File: src/rtl/mill_mod_pkg.sv
// Shared types and constants for the Modified Miller receiver.
package mill_mod_pkg;

    typedef enum logic [1:0] {
        SLOT_X,
        SLOT_Y,
        SLOT_Z
    } slot_e;

    typedef enum logic {
        IDLE,
        RX
    } state_e;

    localparam logic [1:0] RATE_106 = 2'd0;
    localparam logic [1:0] RATE_212 = 2'd1;
    localparam logic [1:0] RATE_424 = 2'd2;
    localparam logic [1:0] RATE_848 = 2'd3;

    localparam int ETU_BASE_DEF = 32;

endpackage

File: src/rtl/mill_etu_cnt.sv
// ETU position counter: hold-at-zero, realign load, and wrap at etu-1.
module mill_etu_cnt #(
    parameter int CNT_W = 6
) (
    input  logic             clk,
    input  logic             rst,
    input  logic             clr,
    input  logic             load,
    input  logic [CNT_W-1:0] load_val,
    input  logic [CNT_W-1:0] etu,
    output logic [CNT_W-1:0] cnt,
    output logic             wrap
);

    localparam logic [CNT_W-1:0] ONE = CNT_W'(1);

    assign wrap = (cnt == etu - ONE);

    always_ff @(posedge clk) begin
        if (rst) begin
            cnt <= '0;
        end else if (clr) begin
            cnt <= '0;
        end else if (load) begin
            cnt <= load_val;
        end else if (wrap) begin
            cnt <= '0;
        end else begin
            cnt <= cnt + ONE;
        end
    end

endmodule

File: src/rtl/miller_mod_rx.sv
// Modified Miller (ISO 14443-A PCD->PICC) decoder: pause timing -> X/Y/Z slots -> NRZ bits.
// state | meaning
// IDLE  | waiting for SOF pause; counter held at 0, rate follows in_rate
// RX    | frame in progress; slots classified at each slot end
module miller_mod_rx
    import mill_mod_pkg::*;
#(
    parameter int ETU_BASE = ETU_BASE_DEF,
    parameter int CNT_W    = 6,
    parameter int TOL      = 2,
    parameter int NBITS_W  = 12
) (
    input  logic               clk,
    input  logic               in_PoR,
    input  logic               in_pause,
    input  logic [1:0]         in_rate,
    output logic               out_data,
    output logic               out_valid,
    output logic               out_sof,
    output logic               out_eof,
    output logic               out_err,
    output logic [NBITS_W-1:0] out_nbits
);

    localparam logic [CNT_W-1:0] ONE   = CNT_W'(1);
    localparam logic [CNT_W-1:0] ETU_V = CNT_W'(ETU_BASE);
    localparam logic [CNT_W-1:0] TOL_V = CNT_W'(TOL);

    state_e           state_q, state_n;
    slot_e            prev_q, prev_n, cls;
    logic             hold_q, hold_n, hold_v_q, hold_v_n;
    logic             pz_q, pz_n, px_q, px_n, first_q, first_n;
    logic [1:0]       rate_q;
    logic             pause_q;
    logic [CNT_W-1:0] run_q;
    logic             emit_n, sof_n, eof_n, err_n;
    logic             cnt_clr, cnt_load;
    logic [CNT_W-1:0] cnt_val, cnt, etu, half, tol;
    logic             wrap, pstart, long_pause;
    logic             z_early, z_late, x_hit, bad_pos, dup, slot_end;

    assign etu  = ETU_V >> rate_q;
    assign half = etu >> 1;
    assign tol  = TOL_V >> rate_q;

    assign pstart     = in_pause & ~pause_q;
    assign long_pause = in_pause && (run_q == etu - ONE);

    // A late pause belongs to the next slot and closes the current one early.
    assign z_late   = pstart && (cnt >= etu - tol);
    assign z_early  = pstart && !z_late && (cnt <= tol);
    assign x_hit    = pstart && !z_late && !z_early && (cnt >= half - tol) && (cnt <= half + tol);
    assign bad_pos  = pstart && !(z_early || z_late || x_hit);
    assign dup      = (z_early || x_hit) && (pz_q || px_q);
    assign slot_end = wrap || z_late;
    assign cls      = px_q ? SLOT_X : (pz_q ? SLOT_Z : SLOT_Y);

    mill_etu_cnt #(.CNT_W(CNT_W)) u_etu_cnt (
        .clk      (clk),
        .rst      (in_PoR),
        .clr      (cnt_clr),
        .load     (cnt_load),
        .load_val (cnt_val),
        .etu      (etu),
        .cnt      (cnt),
        .wrap     (wrap)
    );

    always_comb begin
        state_n  = state_q;
        prev_n   = prev_q;
        hold_n   = hold_q;
        hold_v_n = hold_v_q;
        pz_n     = pz_q;
        px_n     = px_q;
        first_n  = first_q;
        emit_n   = 1'b0;
        sof_n    = 1'b0;
        eof_n    = 1'b0;
        err_n    = 1'b0;
        cnt_clr  = 1'b0;
        cnt_load = 1'b0;
        cnt_val  = '0;
        case (state_q)
            IDLE: begin
                cnt_clr = 1'b1;
                if (pstart) begin
                    sof_n    = 1'b1;
                    state_n  = RX;
                    cnt_clr  = 1'b0;
                    cnt_load = 1'b1;
                    cnt_val  = ONE;
                    prev_n   = SLOT_Z;
                    hold_n   = 1'b0;
                    hold_v_n = 1'b0;
                    pz_n     = 1'b1;
                    px_n     = 1'b0;
                    first_n  = 1'b1;
                end
            end
            RX: begin
                if (long_pause || bad_pos || dup) begin
                    err_n    = 1'b1;
                    state_n  = IDLE;
                    cnt_clr  = 1'b1;
                    hold_v_n = 1'b0;
                end else begin
                    // The pause cycle itself becomes count 0 (Z) or count half (X).
                    if (z_early) begin
                        pz_n     = 1'b1;
                        cnt_load = 1'b1;
                        cnt_val  = ONE;
                    end
                    if (x_hit) begin
                        px_n     = 1'b1;
                        cnt_load = 1'b1;
                        cnt_val  = half + ONE;
                    end
                    if (slot_end) begin
                        pz_n    = z_late;
                        px_n    = 1'b0;
                        first_n = 1'b0;
                        if (z_late) begin
                            cnt_load = 1'b1;
                            cnt_val  = ONE;
                        end
                        // The SOF slot is already accounted for by prev = Z.
                        if (!first_q) begin
                            prev_n = cls;
                            case (cls)
                                SLOT_X: begin
                                    emit_n   = hold_v_q;
                                    hold_n   = 1'b1;
                                    hold_v_n = 1'b1;
                                end
                                SLOT_Z: begin
                                    if (prev_q == SLOT_X) begin
                                        err_n    = 1'b1;
                                        state_n  = IDLE;
                                        cnt_clr  = 1'b1;
                                        hold_v_n = 1'b0;
                                    end else begin
                                        emit_n   = hold_v_q;
                                        hold_n   = 1'b0;
                                        hold_v_n = 1'b1;
                                    end
                                end
                                default: begin
                                    if (prev_q == SLOT_X) begin
                                        emit_n   = hold_v_q;
                                        hold_n   = 1'b0;
                                        hold_v_n = 1'b1;
                                    end else begin
                                        eof_n    = 1'b1;
                                        state_n  = IDLE;
                                        cnt_clr  = 1'b1;
                                        hold_v_n = 1'b0;
                                    end
                                end
                            endcase
                        end
                    end
                end
            end
            default: state_n = IDLE;
        endcase
    end

    always_ff @(posedge clk) begin
        if (in_PoR) begin
            state_q   <= IDLE;
            prev_q    <= SLOT_Z;
            hold_q    <= 1'b0;
            hold_v_q  <= 1'b0;
            pz_q      <= 1'b0;
            px_q      <= 1'b0;
            first_q   <= 1'b0;
            rate_q    <= RATE_106;
            pause_q   <= 1'b0;
            run_q     <= '0;
            out_data  <= 1'b0;
            out_valid <= 1'b0;
            out_sof   <= 1'b0;
            out_eof   <= 1'b0;
            out_err   <= 1'b0;
            out_nbits <= '0;
        end else begin
            state_q   <= state_n;
            prev_q    <= prev_n;
            hold_q    <= hold_n;
            hold_v_q  <= hold_v_n;
            pz_q      <= pz_n;
            px_q      <= px_n;
            first_q   <= first_n;
            pause_q   <= in_pause;
            if (!in_pause) begin
                run_q <= '0;
            end else if (run_q != '1) begin
                run_q <= run_q + ONE;
            end
            if (state_q == IDLE) begin
                rate_q <= in_rate;
            end
            out_valid <= emit_n;
            if (emit_n) begin
                out_data <= hold_q;
            end
            out_sof <= sof_n;
            out_eof <= eof_n;
            out_err <= err_n;
            if (sof_n) begin
                out_nbits <= '0;
            end else if (emit_n && (out_nbits != '1)) begin
                out_nbits <= out_nbits + NBITS_W'(1);
            end
        end
    end

endmodule

File: config.mk
export PLATFORM = sky130hd
export DESIGN_NAME = miller_mod_rx
export DESIGN_NICKNAME = d
export VERILOG_FILES = /design/src/rtl/mill_mod_pkg.sv /design/src/rtl/mill_etu_cnt.sv /design/src/rtl/miller_mod_rx.sv
export SDC_FILE = /design/constraint.sdc
export NUM_CORES = 1
export LEC_CHECK = 0
export BUFFER_PORTS_ARGS = -buffer_cell sky130_fd_sc_hd__buf_2
export CORE_ASPECT_RATIO = 0.6
export CORE_MARGIN = 2
export CORE_UTILIZATION = 47
export DETAILED_ROUTE_END_ITERATION = 6
export GPL_TIMING_DRIVEN = 0
export PLACE_DENSITY = 0.71
export SYNTH_ARGS = -nofsm -noshare
export SYNTH_HDL_FRONTEND = slang
export SYNTH_SLANG_ARGS = --single-unit
File: constraint.sdc
create_clock -name clk -period 9.2 [get_ports clk]
set_input_delay 1.84 -clock clk [delete_from_list [all_inputs] [get_ports clk]]
set_output_delay 1.84 -clock clk [all_outputs]
set_load 0.01 [all_outputs]
==> flow_metrics.tcl, run 1 <==
set metrics [dict create \
    r2r_start "rate_q[1]" \
    relSlewSlack_pct 54.6 \
    grt_pass1_vias 1866 \
    clock_latency_ns 0.29 \
    post_cts_buffers 0 \
    dieArea_um2 5790 \
    coreArea_um2 5030 \
    crit_type "reg2reg" \
    grt_max_degree 14 \
    crit_family "compound AO/OA/AOI/OAI gates" \
    grt_first_pass_wirelength_um 9470 \
    instances_no_fill 388 \
    synth-seq-cells 40 \
    worst_slew_pin_slew_ns 0.675 \
    cts_buffers 5 \
    finalInstanceArea_um2 2730 \
    reg2reg_to "u_etu_cnt.cnt[5]" \
    worstPathArrival_ns 3.94 \
    critPathCaptureType "register" \
    power.leakage_nw 1.18 \
    synth.distinct_cells 51 \
    r2r_slack_ns 5.46 \
    hold_buffers 0 \
    layout.nets 350 \
    crit_fanout 9 \
    ioPinCount 22 \
    layout_commonest_cell "dfxtp_1" \
    htree_levels 2 \
    slowest_delay_ns 0.56 \
    numPortBuffers 21 \
    place_inst 380 \
    die_y_um 59.8 \
    cellPowerDensity_nw_per_um2 142 \
    cp_num_cells 11 \
    fill_cells 491 \
    period_needed_ns 3.74 \
    drtIter0Drc 158 \
    final_cell_mix "40 x dfxtp_1, 31 x nand2_1, 27 x nor2_1, 24 x ha_1, 23 x buf_2" \
    setup.worst_path.start_class "register" \
    drt_wl_total_um 5960 \
    synth_top_area_cell "dfxtp_1" \
    reg2reg_depth 11 \
    drt_pass1_iterations 5 \
    std_cell_rows 20 \
    cts_resized 0 \
    critical_path_buf_inv_count 2 \
    cp.required_ns 9.40 \
    synthFlopType "dfxtp_1" \
    synth_top_cells_by_area "dfxtp_1 33%, ha_1 12%, nand2_1 4.8%, nor2_1 4.2%, a21oi_1 4.1%" \
    ant_nets 0 \
    cts_num_sinks 40 \
    startpoint "rate_q[1]" \
    die_w_um 96.9 \
    cp_cell_sequence "inv_1 -> ha_1 -> inv_1 -> ha_1 -> a21oi_2 -> a21boi_1 -> o32a_1 -> or4_4 -> a21boi_0 -> a31oi_1 -> nor4_1" \
    place_area_um2 2620 \
    ctsRootBufferMaster "clkbuf_8" \
    dp_hpwl_um 4570 \
    wl_per_cell_um 15.4 \
    fmax_mhz 267 \
    synth_top_area_share_pct 32.9 \
    maxSlewViolCount 0 \
    syn_area_per_cell_um2 8.31 \
    area_growth_pct 12.3 \
    fin_setup_tns_ns 0 \
    hp-class "reg2reg" \
    yosysWarnings 0 \
    synth_edf_count 0 \
    syn-instance-count 293 \
    drive_gt1_share_pct 12.4 \
    grt-ovfl-total 0 \
    diodes 0 \
    finalHoldViolCount 0 \
    vias 2256 \
    syn-num-nets 322 \
    viasPerCell 5.81 \
    finalSetupViolations 0 \
    drcViolationCount 0 \
    min_to "prev_q[0]" \
    gp_congestion 0.917 \
    ir_drop_uv 112 \
    cts_tree "done" \
    slowest_stage "dfxtp_1" \
    final.setup_skew_ns 0.0102 \
    ys_seq_area_share_pct 32.9 \
    async_flop_share_pct 0 \
    initial_core_util_pct 48.4 \
    total_power_mw 0.389 \
    cts_buffer_depth 2 \
    cts.clk_slew.worst_paths_ns 0.08 \
    hold_start "prev_q[0]" \
    grt_antenna_before_repair 0 \
    drv_cap 0 \
    fin_util_pct 54.4 \
    status "completed" \
    netlist_area_um2 2430 \
    grt_usage_pct 20.7 \
    rsz0062_at_grt "no" \
    hold_depth 2 \
    finalCritPeriodShare_pct 40.6 \
]
stage by stage:
| stage | worst slack [ns] | hold WS [ns] |
|---|---|---|
| floorplan | 5.79 | 0.438 |
| global placement | 5.27 | 0.448 |
| detailed placement | 5.31 | 0.464 |
| CTS | 5.58 | 0.478 |
| global route | 5.26 | 0.500 |
| finish | 5.46 | 0.477 |
cells in the mapped netlist (2+ instances only):
library cell / number
ha_1: 24
or4_1: 5
o2111ai_1: 2
inv_1: 12
mux2i_1: 6
o41ai_1: 2
clkbuf_1: 4
o21ai_0: 12
xnor2_1: 6
nand2_1: 31
a41o_1: 3
xor2_1: 6
nor2_1: 27
and2_1: 3
o31ai_1: 4
or2_2: 4
and3_1: 7
dfxtp_1: 40
o211ai_1: 4
nand3_1: 15
a21oi_1: 20
buf_2: 2
nand4b_1: 2
nand4_1: 5
or3_1: 3
nand2b_1: 6
a21boi_0: 2
nor4_1: 2
a31oi_1: 4
nor2b_1: 5
nor3_1: 5
flip-flops by register name, summed over array words and instances, names as in the netlist:
name	cells
out_valid	1
hold_v_q	1
run_q	6
hold_q	1
prev_q	2
out_eof	1
u_etu_cnt.cnt	6
out_nbits	12
out_sof	1
out_data	1
pz_q	1
state_q	1
px_q	1
first_q	1
out_err	1
rate_q	2
pause_q	1
per-layer routing:
metal  wire [um]  GRT usage [%]  up-vias
li1            -              -     1130
met1        3300           34.7     1030
met2        2100           25.8       89
met3         497           4.21        7
met4          51           4.23        0
met5           0              0        -
power by group:
| part | internal [mW] | total (mW) | switching [mW] |
|---|---|---|---|
| clock network | 0.0803 | 0.144 | 0.0639 |
| registers | 0.177 | 0.183 | 0.00550 |
| logic | 0.0227 | 0.0621 | 0.0394 |
tightest hold or removal path, stage by stage, from the launching register on:
cell and delay (ns):
dfxtp_1 0.32, nand2_1 0.05, mux2i_1 0.06
cell type report:
class | instances | area (um^2) | share of cell area [%]
tap | 66 | 82.6 | 3.02
clock buffer | 5 | 68.8 | 2.52
sequential | 40 | 801 | 29.3
timing repair buffer | 21 | 105 | 3.84
clock inverter | 3 | 42.5 | 1.56
multi-input combinational | 234 | 1550 | 56.8
buffer | 7 | 36.3 | 1.33
inverter | 12 | 45.0 | 1.65
how the worst max path moves through the flow:
stage | end | slack, ns
finish | u_etu_cnt.cnt[5] | 5.46
global route | out_nbits[3] | 5.26
CTS | u_etu_cnt.cnt[5] | 5.58
detailed placement | out_nbits[6] | 5.31
global placement | out_nbits[6] | 5.27
floorplan | out_nbits[6] | 5.79
cells by family (layout without fill, tap and decap cells):
family                     Yosys count  after routing  share of synthesized area [%]
muxes                                6              6                           2.47
and+or+nand+nor                    127            127                           26.9
DFF                                 40             40                           32.9
AOI/OAI and AO/OA                   65             65                           17.7
buffers and inverters               19             48                           3.34
xor gates and xnor gates            12             12                           4.32
adders and majority gates           24             24                           12.3
Note: power is estimated with default switching activity, not from simulation.
==> run 2, diff against run 1 <==
--- a/config.mk
+++ b/config.mk
@@ -5,13 +5,14 @@
 export SDC_FILE = /design/constraint.sdc
 export NUM_CORES = 1
 export LEC_CHECK = 0
+export ABC_AREA = 1
 export BUFFER_PORTS_ARGS = -buffer_cell sky130_fd_sc_hd__buf_2
 export CORE_ASPECT_RATIO = 0.6
 export CORE_MARGIN = 2
 export CORE_UTILIZATION = 47
 export DETAILED_ROUTE_END_ITERATION = 6
 export GPL_TIMING_DRIVEN = 0
-export PLACE_DENSITY = 0.71
+export PLACE_DENSITY = 0.74
 export SYNTH_ARGS = -nofsm -noshare
 export SYNTH_HDL_FRONTEND = slang
 export SYNTH_SLANG_ARGS = --single-unit
==> constraint.sdc (replaced) <==
create_clock -name clk -period 3 [get_ports clk]
set_input_delay 0.6 -clock clk [delete_from_list [all_inputs] [get_ports clk]]
set_output_delay 0.6 -clock clk [all_outputs]
set_load 0.01 [all_outputs]
==> run 2 against run 1 <==
Net effect:
- synthesized cell count rose by 29%
- area after synthesis rose by 11%
- cell count grew 26%
- cell area is 11% higher
- sequential power grew to 3.1 times the previous value
- sequential share of layout area fell by 2.7 points
- global-route usage grew 1.2 points
- register-to-register slack lost 5.2 ns
- critical endpoint is now u_etu_cnt.cnt[3]
==> flow_metrics.tcl, run 2 <==
set metrics [dict create \
    drt_pass1_iterations 5 \
    relSlewSlack_pct 65.2 \
    crit_type "reg2reg" \
    top_register "out_nbits" \
    drtIter0Drc 246 \
    reg2reg_depth 15 \
    ys_seq_area_share_pct 29.7 \
    finalSetupViolations 0 \
    wl_per_cell_um 13.4 \
    viasPerCell 5.31 \
    cts_buffer_depth 2 \
    std_cell_rows 21 \
    drv_cap 0 \
    grt_antenna_before_repair 0 \
    synth.distinct_cells 35 \
    fin_setup_tns_ns 0 \
    r2r_start "rate_q[0]" \
    synth_most_common_cell "nand2_1" \
    synthFlopType "dfxtp_1" \
    final_cell_mix "82 x nand2_1, 42 x nor2_1, 39 x dfxtp_1, 35 x inv_1" \
    dieArea_um2 6380 \
    dp_slack_ns 0.184 \
    place_area_um2 2900 \
    vias 2585 \
    die_w_um 102 \
    synth_top_cells_by_area "dfxtp_1 30%, nand2_1 11%, ha_1 11%, nor2_1 5.8%, nand4_1 5.1%" \
    rsz0062_at_grt "no" \
    drive_gt1_share_pct 16.0 \
    worst_path_most_repeated_cell "nand2_1" \
    fin_util_pct 54.5 \
    layout_setup_ws_ns 0.252 \
    grt_max_degree 15 \
    crit_family "simple AND/OR/NAND/NOR gates" \
    cellPowerDensity_nw_per_um2 419 \
    hold_depth 2 \
    reg2reg_to "u_etu_cnt.cnt[3]" \
    yosysWarnings 0 \
    dp_hpwl_um 5020 \
    worstPathArrival_ns 2.99 \
    cts_tree "done" \
    cts.clk_slew.worst_paths_ns 0.09 \
    grt_pass1_vias 2295 \
    final.setup_skew_ns 0.00784 \
    r2r_slack_ns 0.25 \
    drt_wl_total_um 6520 \
    largest_reg_flops 12 \
    cp.required_ns 3.24 \
    status "completed" \
    critical_path_buf_inv_count 3 \
    synth_edf_count 0 \
    worst_slew_pin_slew_ns 0.518 \
    netlist_area_um2 2700 \
    finalHoldViolCount 0 \
    async_flop_share_pct 0 \
    clock_latency_ns 0.30 \
    gp_congestion 0.884 \
    layout.nets 435 \
    syn-instance-count 379 \
    power.leakage_nw 1.32 \
    synth-seq-cells 40 \
    grt_usage_pct 21.9 \
    ctsRootBufferMaster "clkbuf_8" \
    hold_start "out_data" \
    finalCritPeriodShare_pct 91.6 \
    ant_nets 0 \
    coreArea_um2 5540 \
    cp_cell_sequence "inv_1 -> ha_2 -> nand4_1 -> ha_1 -> nand2_1 -> nor2_1 -> nand3_1 -> nand2_1 -> nand2_1 -> a21oi_2 -> nand2_4 -> inv_4 -> buf_6 -> nand4_1 -> a21oi_2" \
    htree_levels 2 \
    critPathCaptureType "register" \
    hp-class "reg2reg" \
    synth_common_cells "82 x nand2_1, 42 x nor2_1, 40 x dfxtp_1, 36 x inv_1" \
    synth_top_area_share_pct 29.7 \
    numPortBuffers 20 \
    syn_area_per_cell_um2 7.11 \
    ioPinCount 22 \
    layout_commonest_cell "nand2_1" \
    die_y_um 62.7 \
    crit_fanout 10 \
    finalInstanceArea_um2 3020 \
    slowest_stage "dfxtp_1" \
    ir_drop_uv 265 \
    period_needed_ns 2.75 \
    top_regs "out_nbits: 12 flops, run_q: 6 flops, u_etu_cnt.cnt: 6 flops" \
    maxSlewViolCount 0 \
    grt_first_pass_wirelength_um 11100 \
    slowest_delay_ns 0.37 \
    area_growth_pct 12.1 \
    grt-ovfl-total 0 \
    cts_num_sinks 40 \
    fmax_mhz 364 \
    initial_core_util_pct 48.6 \
    setup.worst_path.start_class "register" \
    syn-num-nets 408 \
    min_to "out_data" \
    drcViolationCount 0 \
    synth_top_area_cell "dfxtp_1" \
    diodes 0 \
    cts_buffers 5 \
]
-- run 2: changes by cell type in the layout (fill, tap and decap cells not counted), sizes merged, moves of 7 or more --
cell,before,now
inv,12,42
nand4,5,22
and3,7,0
a21oi,21,32
nor2,27,46
nand3,15,28
nand2,31,90
-- run 2: through the flow --
step / cells / hold slack [ns] / power (mW)
after floorplan: 379 / 0.440 / 0.760
after global placement: 479 / 0.448 / 0.813
after detailed placement: 479 / 0.453 / 0.817
after CTS: 487 / 0.470 / 1.27
after global routing: 487 / 0.501 / 1.34
final: 487 / 0.466 / 1.27
-- run 2: kinds of logic (layout without fill, tap and decap cells) --
kind of cell	Yosys count	in the layout	synth area share (%)
buffers and inverters	52	80	9.01
AO/OA/AOI/OAI	50	50	10.6
adder cells (fa/ha/maj)	24	24	11.1
AND/OR/NAND/NOR	194	194	33.4
flip-flops	40	40	29.7
XOR/XNOR	19	19	6.17
-- run 2: power breakdown --
part,leakage [nW],total (mW),switching (mW),internal (mW)
Clock,0.0548,0.454,0.203,0.251
Combinational,0.938,0.250,0.164,0.0860
Sequential,0.325,0.563,0.0175,0.546
Total,1.32,1.27,0.385,0.882
-- run 2: cell type report --
| cell class | count | area, um^2 |
|---|---|---|
| buffer | 9 | 78.8 |
| sequential | 40 | 802 |
| fill | 521 | 2520 |
| multi-input combinational | 287 | 1660 |
| inverter | 43 | 164 |
| clock inverter | 3 | 46.3 |
| tap | 80 | 100 |
| clock buffer | 5 | 68.8 |
| timing repair buffer | 20 | 100 |
-- run 2: what timing repair did --
item	CTS	global route
setup buffers	0	0
resized for setup	0	6
endpoints found under the setup margin	0	26
hold buffers	0	0
-- run 2: worst max-delay path by stage --
stage | start | endpoint | slack [ns] | cells past startpoint
after detailed placement | rate_q[1] | pz_q | 0.18 | 14
after CTS | rate_q[1] | pz_q | 0.14 | 14
final | rate_q[0] | u_etu_cnt.cnt[3] | 0.25 | 15
after floorplan | rate_q[1] | out_nbits[6] | 0.65 | 16
after global placement | rate_q[1] | pz_q | 0.20 | 14
after global routing | rate_q[0] | out_nbits[3] | 0.01 | 16
-- run 2: worst register-to-register path, stage by stage (launching register included) --
cell and delay, ns:
dfxtp_1 0.37, inv_1 0.16, ha_2 0.24, nand4_1 0.12
ha_1 0.32, nand2_1 0.07, nor2_1 0.17, nand3_1 0.10
nand2_1 0.08, nand2_1 0.14, a21oi_2 0.26, nand2_4 0.11
inv_4 0.09, buf_6 0.15, nand4_1 0.16, a21oi_2 0.16
-- run 2: routing by layer --
metal / vias up / part of all wire, % / GRT usage (%)
met4: 0 / 0.74 / 4.22
met5: - / 0 / 0
met1: 1188 / 53 / 36.1
li1: 1303 / - / -
met2: 86 / 38 / 27.2
met3: 8 / 8.1 / 6.49
==> run 3, diff against run 2 <==
--- a/config.mk
+++ b/config.mk
@@ -12,7 +12,8 @@
 export CORE_UTILIZATION = 47
 export DETAILED_ROUTE_END_ITERATION = 6
 export GPL_TIMING_DRIVEN = 0
-export PLACE_DENSITY = 0.74
+export PLACE_DENSITY = 0.73
 export SYNTH_ARGS = -nofsm -noshare
 export SYNTH_HDL_FRONTEND = slang
+export SYNTH_HIERARCHICAL = 1
 export SYNTH_SLANG_ARGS = --single-unit
==> run 3 against run 2 <==
Net effect:
- setup slack got worse by 0.018 ns
- synthesized cell count grew 13%
- count of clock-buffer cells in the layout stayed put
- critical endpoint is now u_etu_cnt/cnt[4]
- largest cell class unchanged
==> flow_metrics.tcl, run 3 <==
set metrics [dict create \
    dp_slack_ns -0.175 \
    cp.required_ns 3.22 \
    area_growth_pct 11.5 \
    synth_common_cells "84 x nand2_1, 59 x inv_1, 40 x dfxtp_1, 35 x nor2_1, 27 x nand3_1" \
    drt_wl_total_um 6770 \
    period_needed_ns 2.77 \
    layout_setup_ws_ns 0.235 \
    final.setup_skew_ns 0.00784 \
    grt-busiest-layer "met1" \
    diodes 0 \
    initial_core_util_pct 49.0 \
    grt_pass1_vias 2519 \
    cp_num_cells 15 \
    met2_usage_pct 28.5 \
    drcViolationCount 0 \
    dp_hpwl_um 5320 \
    ctsRootBufferMaster "clkbuf_8" \
    finalHoldViolCount 0 \
    min_to "hold_q" \
    fmax_mhz 362 \
    status "completed" \
    drive_gt1_share_pct 22.8 \
    crit_family "compound AO/OA/AOI/OAI gates" \
    top_regs "out_nbits: 12 flops, run_q: 6 flops, u_etu_cnt/cnt: 6 flops" \
    async_flop_share_pct 0 \
    fin_setup_tns_ns 0 \
    ant_nets 0 \
    yosysWarnings 6 \
    worstPathArrival_ns 2.99 \
    synth.distinct_cells 36 \
    drv_cap 0 \
    grt_max_degree 11 \
    netlist_area_um2 3020 \
    cellPowerDensity_nw_per_um2 395 \
    synth-seq-cells 40 \
    ys_seq_area_share_pct 26.5 \
    critical_path_buf_inv_count 5 \
    hold_buffers 0 \
    syn_area_per_cell_um2 7.04 \
    grt-ovfl-total 0 \
    power.leakage_nw 1.50 \
    dieArea_um2 7100 \
    slowest_stage "dfxtp_1" \
    viasPerCell 5.21 \
    syn-instance-count 429 \
    fill_cells 591 \
    drtIter0Drc 174 \
    synth_top_cells_by_area "dfxtp_1 27%, nand2_1 10%, ha_1 10%, inv_1 7.3%, nand3_1 4.5%" \
    std_cell_rows 22 \
    crit_type "reg2reg" \
    layout.nets 492 \
    wl_per_cell_um 12.4 \
    largest_reg_flops 12 \
    r2r_start "rate_q[0]" \
    synth_compound_area_share_pct 12.8 \
    ioPinCount 22 \
    cts_buffers 5 \
    top_register "out_nbits" \
    slowest_delay_ns 0.47 \
    cts_num_sinks 40 \
    setup.worst_path.start_class "register" \
    crit_fanout 10 \
    r2r_slack_ns 0.23 \
    finalCritPeriodShare_pct 92.2 \
    htree_levels 2 \
    synthSimpleGateAreaFrac_pct 35.5 \
    cts_tree "done" \
    fin_util_pct 54.6 \
    coreArea_um2 6170 \
    synthAdderAreaFrac_pct 10.4 \
    synth_mux_area_share_pct 0 \
    met1_usage_pct 31.4 \
    rsz0062_at_grt "no" \
    hold_depth 2 \
    relSlewSlack_pct 62.3 \
    worst_slew_pin_slew_ns 0.563 \
    place_area_um2 3250 \
    synth_most_common_cell "nand2_1" \
    grt_antenna_before_repair 0 \
    reg2reg_depth 15 \
    synth_top_area_cell "dfxtp_1" \
    finalSetupViolations 0 \
    final_cell_mix "84 x nand2_1, 57 x inv_1, 39 x dfxtp_1, 34 x nor2_1, 27 x nand3_1" \
    cts.clk_slew.worst_paths_ns 0.08 \
    grtUsageMet3_pct 5.32 \
    reg2reg_to "u_etu_cnt/cnt[4]" \
    instances_no_fill 544 \
    synthFlopType "dfxtp_1" \
    synth_edf_count 0 \
    drt_pass1_iterations 4 \
    clock_latency_ns 0.29 \
    grt_usage_pct 20.7 \
    die_w_um 107 \
    layout_commonest_cell "nand2_1" \
    vias 2832 \
    synth_top_area_share_pct 26.5 \
    hp-class "reg2reg" \
    hold_start "hold_q" \
    critPathCaptureType "register" \
    finalInstanceArea_um2 3370 \
    synthXorXnorAreaFrac_pct 4.93 \
    cp_cell_sequence "inv_2 -> ha_2 -> inv_1 -> ha_1 -> a21o_1 -> a21oi_4 -> inv_2 -> a21oi_4 -> nand2_4 -> nand2_4 -> o21ai_2 -> inv_1 -> clkbuf_2 -> o21ai_0 -> a21oi_1" \
    total_power_mw 1.33 \
    whs_ns 0.478 \
    gp_congestion 0.903 \
    place_inst 538 \
    synth_top_family_by_area "simple AND/OR/NAND/NOR gates" \
    grt_first_pass_wirelength_um 11600 \
    ir_drop_uv 195 \
    cts_buffer_depth 2 \
    maxSlewViolCount 0 \
    die_y_um 66.1 \
    numPortBuffers 21 \
]
run 3: changes by cell type in the layout (fill, tap and decap cells not counted), moves of 4 or more:
cell / change
buf_6: -4
nor2_2: +9
nand4_1: -9
inv_2: +4
o21ai_0: +8
xnor2_1: -5
nand2_2: +11
a21oi_1: -11
inv_1: +22
conb_1: +5
nor3_1: +4
a21oi_2: +6
nor4_1: +5
nor2_1: -8
run 3: how the worst max path moves through the flow:
stage | start | end | slack (ns)
after global routing | rate_q[0] | u_etu_cnt/cnt[3] | 0.03
after floorplan | rate_q[1] | u_etu_cnt/cnt[5] | 0.30
after global placement | rate_q[1] | u_etu_cnt/cnt[0] | -0.13
after detailed placement | rate_q[1] | u_etu_cnt/cnt[5] | -0.17
final | rate_q[0] | u_etu_cnt/cnt[4] | 0.23
after CTS | rate_q[1] | u_etu_cnt/cnt[5] | 0.03
run 3: layout make-up:
type                    instances  area, um^2  area share [%]
plain buffers                   6        45.0            1.34
well taps                      84         105            3.12
clock buffers                   5        68.8            2.04
repair buffers                 22         113            3.34
multi-input cells             320        1980            58.9
flip-flops and latches         40         802            23.8
inverters                      67         251            7.47
run 3: worst register-to-register path, stage by stage (launching register included):
cell	delay [ns]
dfxtp_1	0.47
inv_2	0.11
ha_2	0.24
inv_1	0.14
ha_1	0.26
a21o_1	0.21
a21oi_4	0.16
inv_2	0.07
a21oi_4	0.20
nand2_4	0.11
nand2_4	0.13
o21ai_2	0.09
inv_1	0.09
clkbuf_2	0.22
o21ai_0	0.10
a21oi_1	0.12
run 3: cells by family after synthesis:
group,Yosys count
simple gates,215
buf+inv,73
xor+xnor,17
flops,40
compound gates,58
fa+ha+maj,25
other cells,1
run 3: where the power goes:
part | total, mW | internal [mW] | switching, mW
Combinational | 0.423 | 0.150 | 0.274
Clock | 0.320 | 0.150 | 0.170
Sequential | 0.587 | 0.553 | 0.0345
run 3: what timing repair did:
action / CTS / global route
gates resized for setup: 7 / 9
pin swaps: 0 / 1
setup buffers: 0 / 1
endpoints found under the setup margin: 6 / 6
run 3: layer usage:
metal	wire length [um]	vias to the layer above
met2	2620	74
met1	3660	1295
met5	0	-
met3	426	9
met4	62	0
li1	-	1454
